$ cat src/rtl/router_fifo_if.sv
// Router FIFO bus: core write side, destination read side, soft reset and status.
// Ports (slave view): write_enb, lfd_state, data_in, read_enb, soft_reset in;
//                     data_out, full, empty out.
interface router_fifo_if #(
    parameter int unsigned DATA_WIDTH = 8
);
    logic                  soft_reset;
    logic                  write_enb;
    logic                  lfd_state;
    logic [DATA_WIDTH-1:0] data_in;
    logic                  read_enb;
    logic [DATA_WIDTH-1:0] data_out;
    logic                  full;
    logic                  empty;

    modport master (
        output soft_reset, write_enb, lfd_state, data_in, read_enb,
        input  data_out, full, empty
    );

    modport slave (
        input  soft_reset, write_enb, lfd_state, data_in, read_enb,
        output data_out, full, empty
    );
endinterface

$ cat src/rtl/router_fifo.sv
// Per-destination output buffer of the 1x3 router.
// Stores bytes with a header marker bit, tracks remaining bytes of the packet
// being read, and idles data_out at zero once a packet has been fully read.
// Ports: clock, reset (async, active-high), bus (router_fifo_if.slave):
//   write_enb/lfd_state/data_in write side, read_enb/data_out read side,
//   soft_reset synchronous clear, full/empty status (combinational).
// The header length field lives in bits [7:2], so DATA_WIDTH must be >= 8.
module router_fifo #(
    parameter int unsigned DEPTH      = 16,
    parameter int unsigned DATA_WIDTH = 8
) (
    input  logic           clock,
    input  logic           reset,
    router_fifo_if.slave   bus
);
    localparam int unsigned AW = $clog2(DEPTH);
    localparam int unsigned PW = AW + 1;
    localparam int unsigned WW = DATA_WIDTH + 1;

    logic [WW-1:0]         mem [DEPTH];
    logic [PW-1:0]         wp;
    logic [PW-1:0]         rp;
    logic [5:0]            pcnt;
    logic [DATA_WIDTH-1:0] data_q;
    logic [WW-1:0]         rd_word;
    logic                  full_c;
    logic                  empty_c;
    logic                  wr_ok;
    logic                  rd_ok;

    // Status from pre-edge pointers; MSB is the wrap bit.
    assign empty_c = (wp == rp);
    assign full_c  = (wp[AW-1:0] == rp[AW-1:0]) && (wp[AW] != rp[AW]);
    assign wr_ok   = bus.write_enb & ~full_c;
    assign rd_ok   = bus.read_enb & ~empty_c;
    assign rd_word = mem[rp[AW-1:0]];

    assign bus.full     = full_c;
    assign bus.empty    = empty_c;
    assign bus.data_out = data_q;

    // Storage array; contents are not cleared by either reset.
    always_ff @(posedge clock) begin
        if (wr_ok && !bus.soft_reset) begin
            mem[wp[AW-1:0]] <= {bus.lfd_state, bus.data_in};
        end
    end

    // Pointers, packet counter and registered read data.
    always_ff @(posedge clock or posedge reset) begin
        if (reset) begin
            wp     <= '0;
            rp     <= '0;
            pcnt   <= '0;
            data_q <= '0;
        end else if (bus.soft_reset) begin
            wp     <= '0;
            rp     <= '0;
            pcnt   <= '0;
            data_q <= '0;
        end else begin
            if (wr_ok) begin
                wp <= wp + PW'(1);
            end
            if (rd_ok) begin
                rp     <= rp + PW'(1);
                data_q <= rd_word[DATA_WIDTH-1:0];
                // Header: payload length plus the trailing parity byte.
                if (rd_word[DATA_WIDTH]) begin
                    pcnt <= rd_word[7:2] + 6'd1;
                end else if (pcnt != 6'd0) begin
                    pcnt <= pcnt - 6'd1;
                end
            end else if (pcnt == 6'd0) begin
                // Bus idles at zero once the last byte of a packet is consumed.
                data_q <= '0;
            end
        end
    end
endmodule

$ cat src/flat_wrapper.sv
// flat-port wrapper written by rule: the top's interface ports become plain ports
module router_fifo_flat 
#(
    parameter int unsigned DEPTH      = 16,
    parameter int unsigned DATA_WIDTH = 8
)
  (clock, reset, bus_soft_reset, bus_write_enb, bus_lfd_state, bus_data_in, bus_read_enb, bus_data_out, bus_full, bus_empty);
  router_fifo_if #(.DATA_WIDTH(DATA_WIDTH)) bus_i ();
  input  logic clock;
  input  logic reset;
  input wire logic [$bits(bus_i.soft_reset)-1:0] bus_soft_reset;
  input wire logic [$bits(bus_i.write_enb)-1:0] bus_write_enb;
  input wire logic [$bits(bus_i.lfd_state)-1:0] bus_lfd_state;
  input wire logic [$bits(bus_i.data_in)-1:0] bus_data_in;
  input wire logic [$bits(bus_i.read_enb)-1:0] bus_read_enb;
  output wire logic [$bits(bus_i.data_out)-1:0] bus_data_out;
  output wire logic [$bits(bus_i.full)-1:0] bus_full;
  output wire logic [$bits(bus_i.empty)-1:0] bus_empty;
  assign bus_i.soft_reset = bus_soft_reset;
  assign bus_i.write_enb = bus_write_enb;
  assign bus_i.lfd_state = bus_lfd_state;
  assign bus_i.data_in = bus_data_in;
  assign bus_i.read_enb = bus_read_enb;
  assign bus_data_out = bus_i.data_out;
  assign bus_full = bus_i.full;
  assign bus_empty = bus_i.empty;
  router_fifo #(.DEPTH(DEPTH), .DATA_WIDTH(DATA_WIDTH)) u_core (.clock(clock), .reset(reset), .bus(bus_i));
endmodule
$ cat config.mk
export PLATFORM = sky130hd
export DESIGN_NAME = router_fifo_flat
export DESIGN_NICKNAME = d
export VERILOG_FILES = /design/src/rtl/router_fifo_if.sv /design/src/rtl/router_fifo.sv /design/src/flat_wrapper.sv
export SDC_FILE = /design/constraint.sdc
export NUM_CORES = 1
export LEC_CHECK = 0
export BUFFER_PORTS_ARGS = -buffer_cell sky130_fd_sc_hd__buf_2
export CAP_MARGIN = 20
export CORE_AREA = 2 2 122 124
export CTS_CLUSTER_SIZE = 40
export DETAILED_ROUTE_END_ITERATION = 7
export DIE_AREA = 0 0 124 126
export GPL_TIMING_DRIVEN = 0
export HOLD_SLACK_MARGIN = 0.08
export PLACE_DENSITY = 0.67
export SLEW_MARGIN = 30
export SYNTH_ARGS = -nofsm -noshare
export SYNTH_HDL_FRONTEND = slang
export SYNTH_SLANG_ARGS = --single-unit
$ cat constraint.sdc
create_clock -name clock -period 3.7 [get_ports clock]
set_input_delay 0.185 -clock clock [delete_from_list [all_inputs] [get_ports clock]]
set_output_delay 0.185 -clock clock [all_outputs]
set_load 0.02 [all_outputs]
Yosys cells after proc, flatten, opt, wreduce, memory -nomap -nowiden
Memory sizes are Yosys's and may differ from the RTL's. Index checks and enable logic that the tools add are counted. Widths: inputs -> output; s select.

Output and inout port bits: 10. Logic and storage cells: 39. Bits in writable memories: 144. Memories kept: 1. Flip-flop bits (word level): 24. Input port bits: 14.

Bitwise gates (word level): 4. Reduce and logical (&&, ||, !) cells: 10. Multiplexer cells: 13. Add/subtract/negate cells: 4. Equal/unequal tests: 3.

Memories: u_core.mem (words 16, bits a word 9, rd ports 1, clocked after Yosys merged registers in 0, wr ports 1, line router_fifo.sv:20) `logic [WW-1:0] mem [DEPTH];`.

Operator list (count): $mux 6 (4); $mux 8 (3); $mux 5 (4); $add 5x1->5 const B (2); $add 6x1->6 const B (1); $logic_not 6->1 (1); $reduce_bool 3->1 (2); $reduce_bool 6->1 (1); $sub 6x1->6 const B (1); $eq 5x5->1 (1); $eq 4x4->1 (1); $reduce_bool 2->1 (2); $and 1x1->1 (2); $logic_and 1x1->1 (2); $mux 1 (2); $not 1->1 (2); $reduce_and 2->1 (1); $logic_not 1->1 (1); $ne 1x1->1 (1).

Logic depth before layout (Yosys ltp)
Depth after elaboration: 7. Mapped depth: 11. Mapped depth without buffers: 8.

Worst setup path after synthesis
Ideal clock, no wire load.

Path type: register to register. Start: register u_core.rp[0]. End: memory u_core.mem[12][0] (netlist bit) (enable). Setup time: 0.338 ns. Data required time: 3.362 ns. Stages on the path, launching flop included: 10. Setup slack: 1.338 ns. Buffers on the path: 4. Clock period less this slack: 2.362 ns. Arrival: 2.025 ns. Path through: dfrtp_1 > buf_6 > buf_12 > buf_12 > xnor2_1 > nand4_1 > o21ai_2 > nor2_1 > clkbuf_1 > and3_1.

Word-level cells in the longest chain between the ends: 7.

RTL lines: start, declared (line router_fifo.sv:22) `logic [PW-1:0] rp;`; start signal, assigned (line router_fifo.sv:66) `rp <= rp + PW'(1);`; $eq 4x4->1 (line router_fifo.sv:33) `assign full_c = (wp[AW-1:0] == rp[AW-1:0]) && (wp[AW] != rp[AW]);`; $logic_and 1x1->1 (line router_fifo.sv:33); $not 1->1 (line router_fifo.sv:34) `assign wr_ok = bus.write_enb & ~full_c;`; $and 1x1->1 (line router_fifo.sv:34); $logic_and 1x1->1 (line router_fifo.sv:44) `if (wr_ok && !bus.soft_reset) begin`; $mux 1 (line router_fifo.sv:44); $mux 1 (not written as such) (line router_fifo.sv:45) `mem[wp[AW-1:0]] <= {bus.lfd_state, bus.data_in};`; end, declared (line router_fifo.sv:20).

No other way between the ends.

Worst setup path in the final report
Start: register u_core.rp[3]. End: memory u_core.mem[1][8] (netlist bit) (enable).

Same word-level chain as after synthesis.

==> results.toml <==
[sta]
max_slew_margin = 0.443
worstMarginPinSlew_ns = 0.836
setup_tns_ns = 0
report.final.slew_viol_count = 0
max_freq_mhz = 309
fin_skew_ns = 0.0221
layout_setup_ws_ns = 0.463
period_share = 0.875
rsz0062_at_grt = "no"
period_needed_ns = 3.24
final-hold-violation-count = 0
setup_viol = 0

[die]
io_pins = 24
core_mm2 = 0.0143
die_x_um = 124
start_util = 0.500
fp-row-count = 44
die_area_mm2 = 0.0156
die_h_um = 126

[critical_path]
crit_path_start_kind = "flip-flop"
cp.arrival_ns = 3.29
critPathMaxStageDelay_ns = 0.71
critPathSlowestCell = "and3_1"
cpMostUsedCell = "clkbuf_1"
critPathRequiredTime_ns = 3.75
crit_path_max_fanout = 10
cp_cell_sequence = "clkbuf_1 -> xnor2_1 -> nand4_1 -> o21ai_2 -> nor2_1 -> clkbuf_1 -> and3_1"
worstSetupEndpointType = "flip-flop"
worstSetupPathType = "flip-flop to flip-flop"

[placed_design]
place_congestion = 0.814
dp.cells = 598
place_ws_ns = 0.458
place_area_mm2 = 0.00750
dp_hpwl_mm = 9.24
io_buffers = 22

[grt]
grt_first_pass_wirelength_mm = 22.8
grt_antenna_before_repair = 0
grt_max_degree = 25
grt-ovfl-total = 0
grt_pass1_vias = 3752
grt_util_all_layers = 0.210

[cts]
cts.clk_slew.worst_paths_ns = 0.06
cts_buffer_depth = 2
cts_resized = 0
h-tree-depth = 4
cts_tree = "done"
root_buffer = "clkbuf_16"
cts_made_buffers = 17
clock-sinks = 168
insertion_delay_ns = 0.44

[pwr]
p_per_area_mw_per_mm2 = 593
ir_drop_mv = 0.307
leakagePower_nw = 2.84
finalPower_mw = 4.82

[detailed_routing]
via_per_inst = 5.96
wirelength_mm = 14.8
vias = 3745
drtIter0Drc = 347
drt-met1-wl_mm = 6.44
wl_met3_um = 841
drc = 0
top_layer_used = "met4"
drtPass1Iterations = 5
routedWlPerCell_um = 23.6
route.met2.wl_mm = 7.26
ant_nets = 0

[synthesis]
syn_nets = 414
yosysUniqueCellTypes = 47
syn_area_per_cell_um2 = 18.3
ys_seq_area_frac = 0.688
synth-edff-count = 144
async_flop_share = 0.143
postSynthCellCount = 392
synthFlopType = "edfxtp_1"
synth.cell_area_mm2 = 0.00716
ys_ff_latch = 168
yosys_warnings = 0

[finish]
fin_area_mm2 = 0.00812
syn_to_final_growth_pct = 13.4
nFillCells = 1127
fin_nets = 456
n_antenna_cell = 0
fin_cells = 628
drive_gt1_frac = 0.205

[hold_path]
hold_path_class = "input port to flip-flop"

[run]
cap_violations = 0

[status]
outcome = "completed"
## flip-flops by register name, summed over array words and instances (netlist names)
name,flops
u_core.pcnt,6
u_core.rp,5
u_core.wp,5
u_core.mem,144
u_core.bus.data_out,8
## critical path, delay by kind of cell, from the launching register on
family	cells	cell delay [ns]
AO/OA/AOI/OAI	1	0.16
buffers and inverters	2	0.93
flip-flops	1	0.36
XOR/XNOR	1	0.12
AND/OR/NAND/NOR	3	1.29
## cell usage after synthesis, types with 2 or more instances
master | n | share of area
o21ai_0 | 6 | 0.0042
edfxtp_1 | 144 | 0.60
inv_1 | 8 | 0.0042
a22oi_1 | 3 | 0.0031
xnor2_1 | 14 | 0.017
buf_12 | 3 | 0.0084
clkbuf_1 | 7 | 0.0037
a31oi_1 | 2 | 0.0017
xor2_1 | 5 | 0.0061
a21oi_1 | 11 | 0.0077
nand3b_1 | 2 | 0.0021
nor3_1 | 3 | 0.0021
nor2_1 | 23 | 0.012
nor2b_1 | 4 | 0.0035
nand2_1 | 13 | 0.0068
and3_1 | 17 | 0.015
nand4_1 | 2 | 0.0017
and2_1 | 3 | 0.0026
o21ai_2 | 2 | 0.0024
mux4_2 | 17 | 0.053
mux2i_1 | 4 | 0.0056
a22oi_2 | 2 | 0.0035
o22ai_1 | 2 | 0.0017
mux4_1 | 24 | 0.088
buf_2 | 7 | 0.0049
buf_6 | 2 | 0.0031
nand3_1 | 10 | 0.0070
dfrtp_1 | 24 | 0.084
ha_1 | 8 | 0.014
a221oi_2 | 2 | 0.0042
buf_4 | 2 | 0.0021
## layer usage
metal / vias up / global-route usage
met2: 125 / 0.324
li1: 1655 / -
met3: 20 / 0.0457
met5: - / 0
met1: 1945 / 0.294
met4: 0 / 0.0839
## metrics by stage
stage | hold WS [ns] | utilization
after floorplan | 0.200 | -
after global placement | 0.425 | 0.524
after detailed placement | 0.433 | 0.524
after CTS | 0.108 | 0.567
after global routing | 0.129 | 0.567
final | 0.121 | 0.567
## timing repair
| action | CTS | global route |
|---|---|---|
| setup buffers | 0 | 0 |
| endpoints found under the hold margin | 24 | 0 |
| hold buffers | 1 | 0 |
## area by class of cell
type,instances,area [um^2],area share
Inverter,8,30.0,0.00370
Multi-Input combinational cell,195,2040,0.252
Timing Repair Buffer,23,120,0.0148
Clock inverter,11,181,0.0223
Sequential cell,168,4920,0.607
Buffer,21,159,0.0196
Tap cell,184,230,0.0284
Clock buffer,18,429,0.0529
## power breakdown
part | internal, mW | switching [mW]
clock network | 1.18 | 0.683
registers | 2.10 | 0.0325
logic | 0.372 | 0.450
## path summary, 6_finish.rpt
kind / slack, ns / depth (start not counted) / startpoint / to
worst max-delay path: 0.46 / 7 / u_core.rp[3] / u_core.mem[1][8]
worst min-delay path: 0.12 / 1 / bus_data_in[7] / u_core.mem[7][7]
worst max register to register: 0.46 / 7 / u_core.rp[3] / u_core.mem[1][8]
worst min register to register: 0.52 / 2 / u_core.bus.data_out[2] / u_core.bus.data_out[2]
max in group asynchronous: 3.01 / 3 / reset / u_core.rp[3]
min in group asynchronous: 0.33 / 3 / reset / u_core.pcnt[0]
## cell usage in the layout (no fill, tap or decap), types with 6 or more instances in the layout
master | synthesis | layout
a21oi_1 | 11 | 11
nand2_1 | 13 | 13
mux4_2 | 17 | 17
clkbuf_16 | 0 | 17
mux4_1 | 24 | 24
o21ai_0 | 6 | 6
nor2_1 | 23 | 23
edfxtp_1 | 144 | 144
and3_1 | 17 | 17
ha_1 | 8 | 8
buf_2 | 7 | 29
nand3_1 | 10 | 10
xnor2_1 | 14 | 14
clkbuf_1 | 7 | 8
inv_1 | 8 | 7
dfrtp_1 | 24 | 24
## kinds of logic after synthesis
family                     count (synthesis)  synth area share
muxes                                     47             0.151
and+or+nand+nor                           87            0.0642
DFF                                      168             0.688
adders and majority gates                  8            0.0140
AOI/OAI and AO/OA                         34            0.0334
xor gates and xnor gates                  19            0.0232
buffers and inverters                     29            0.0264
Power figures use the tool's default switching activity.
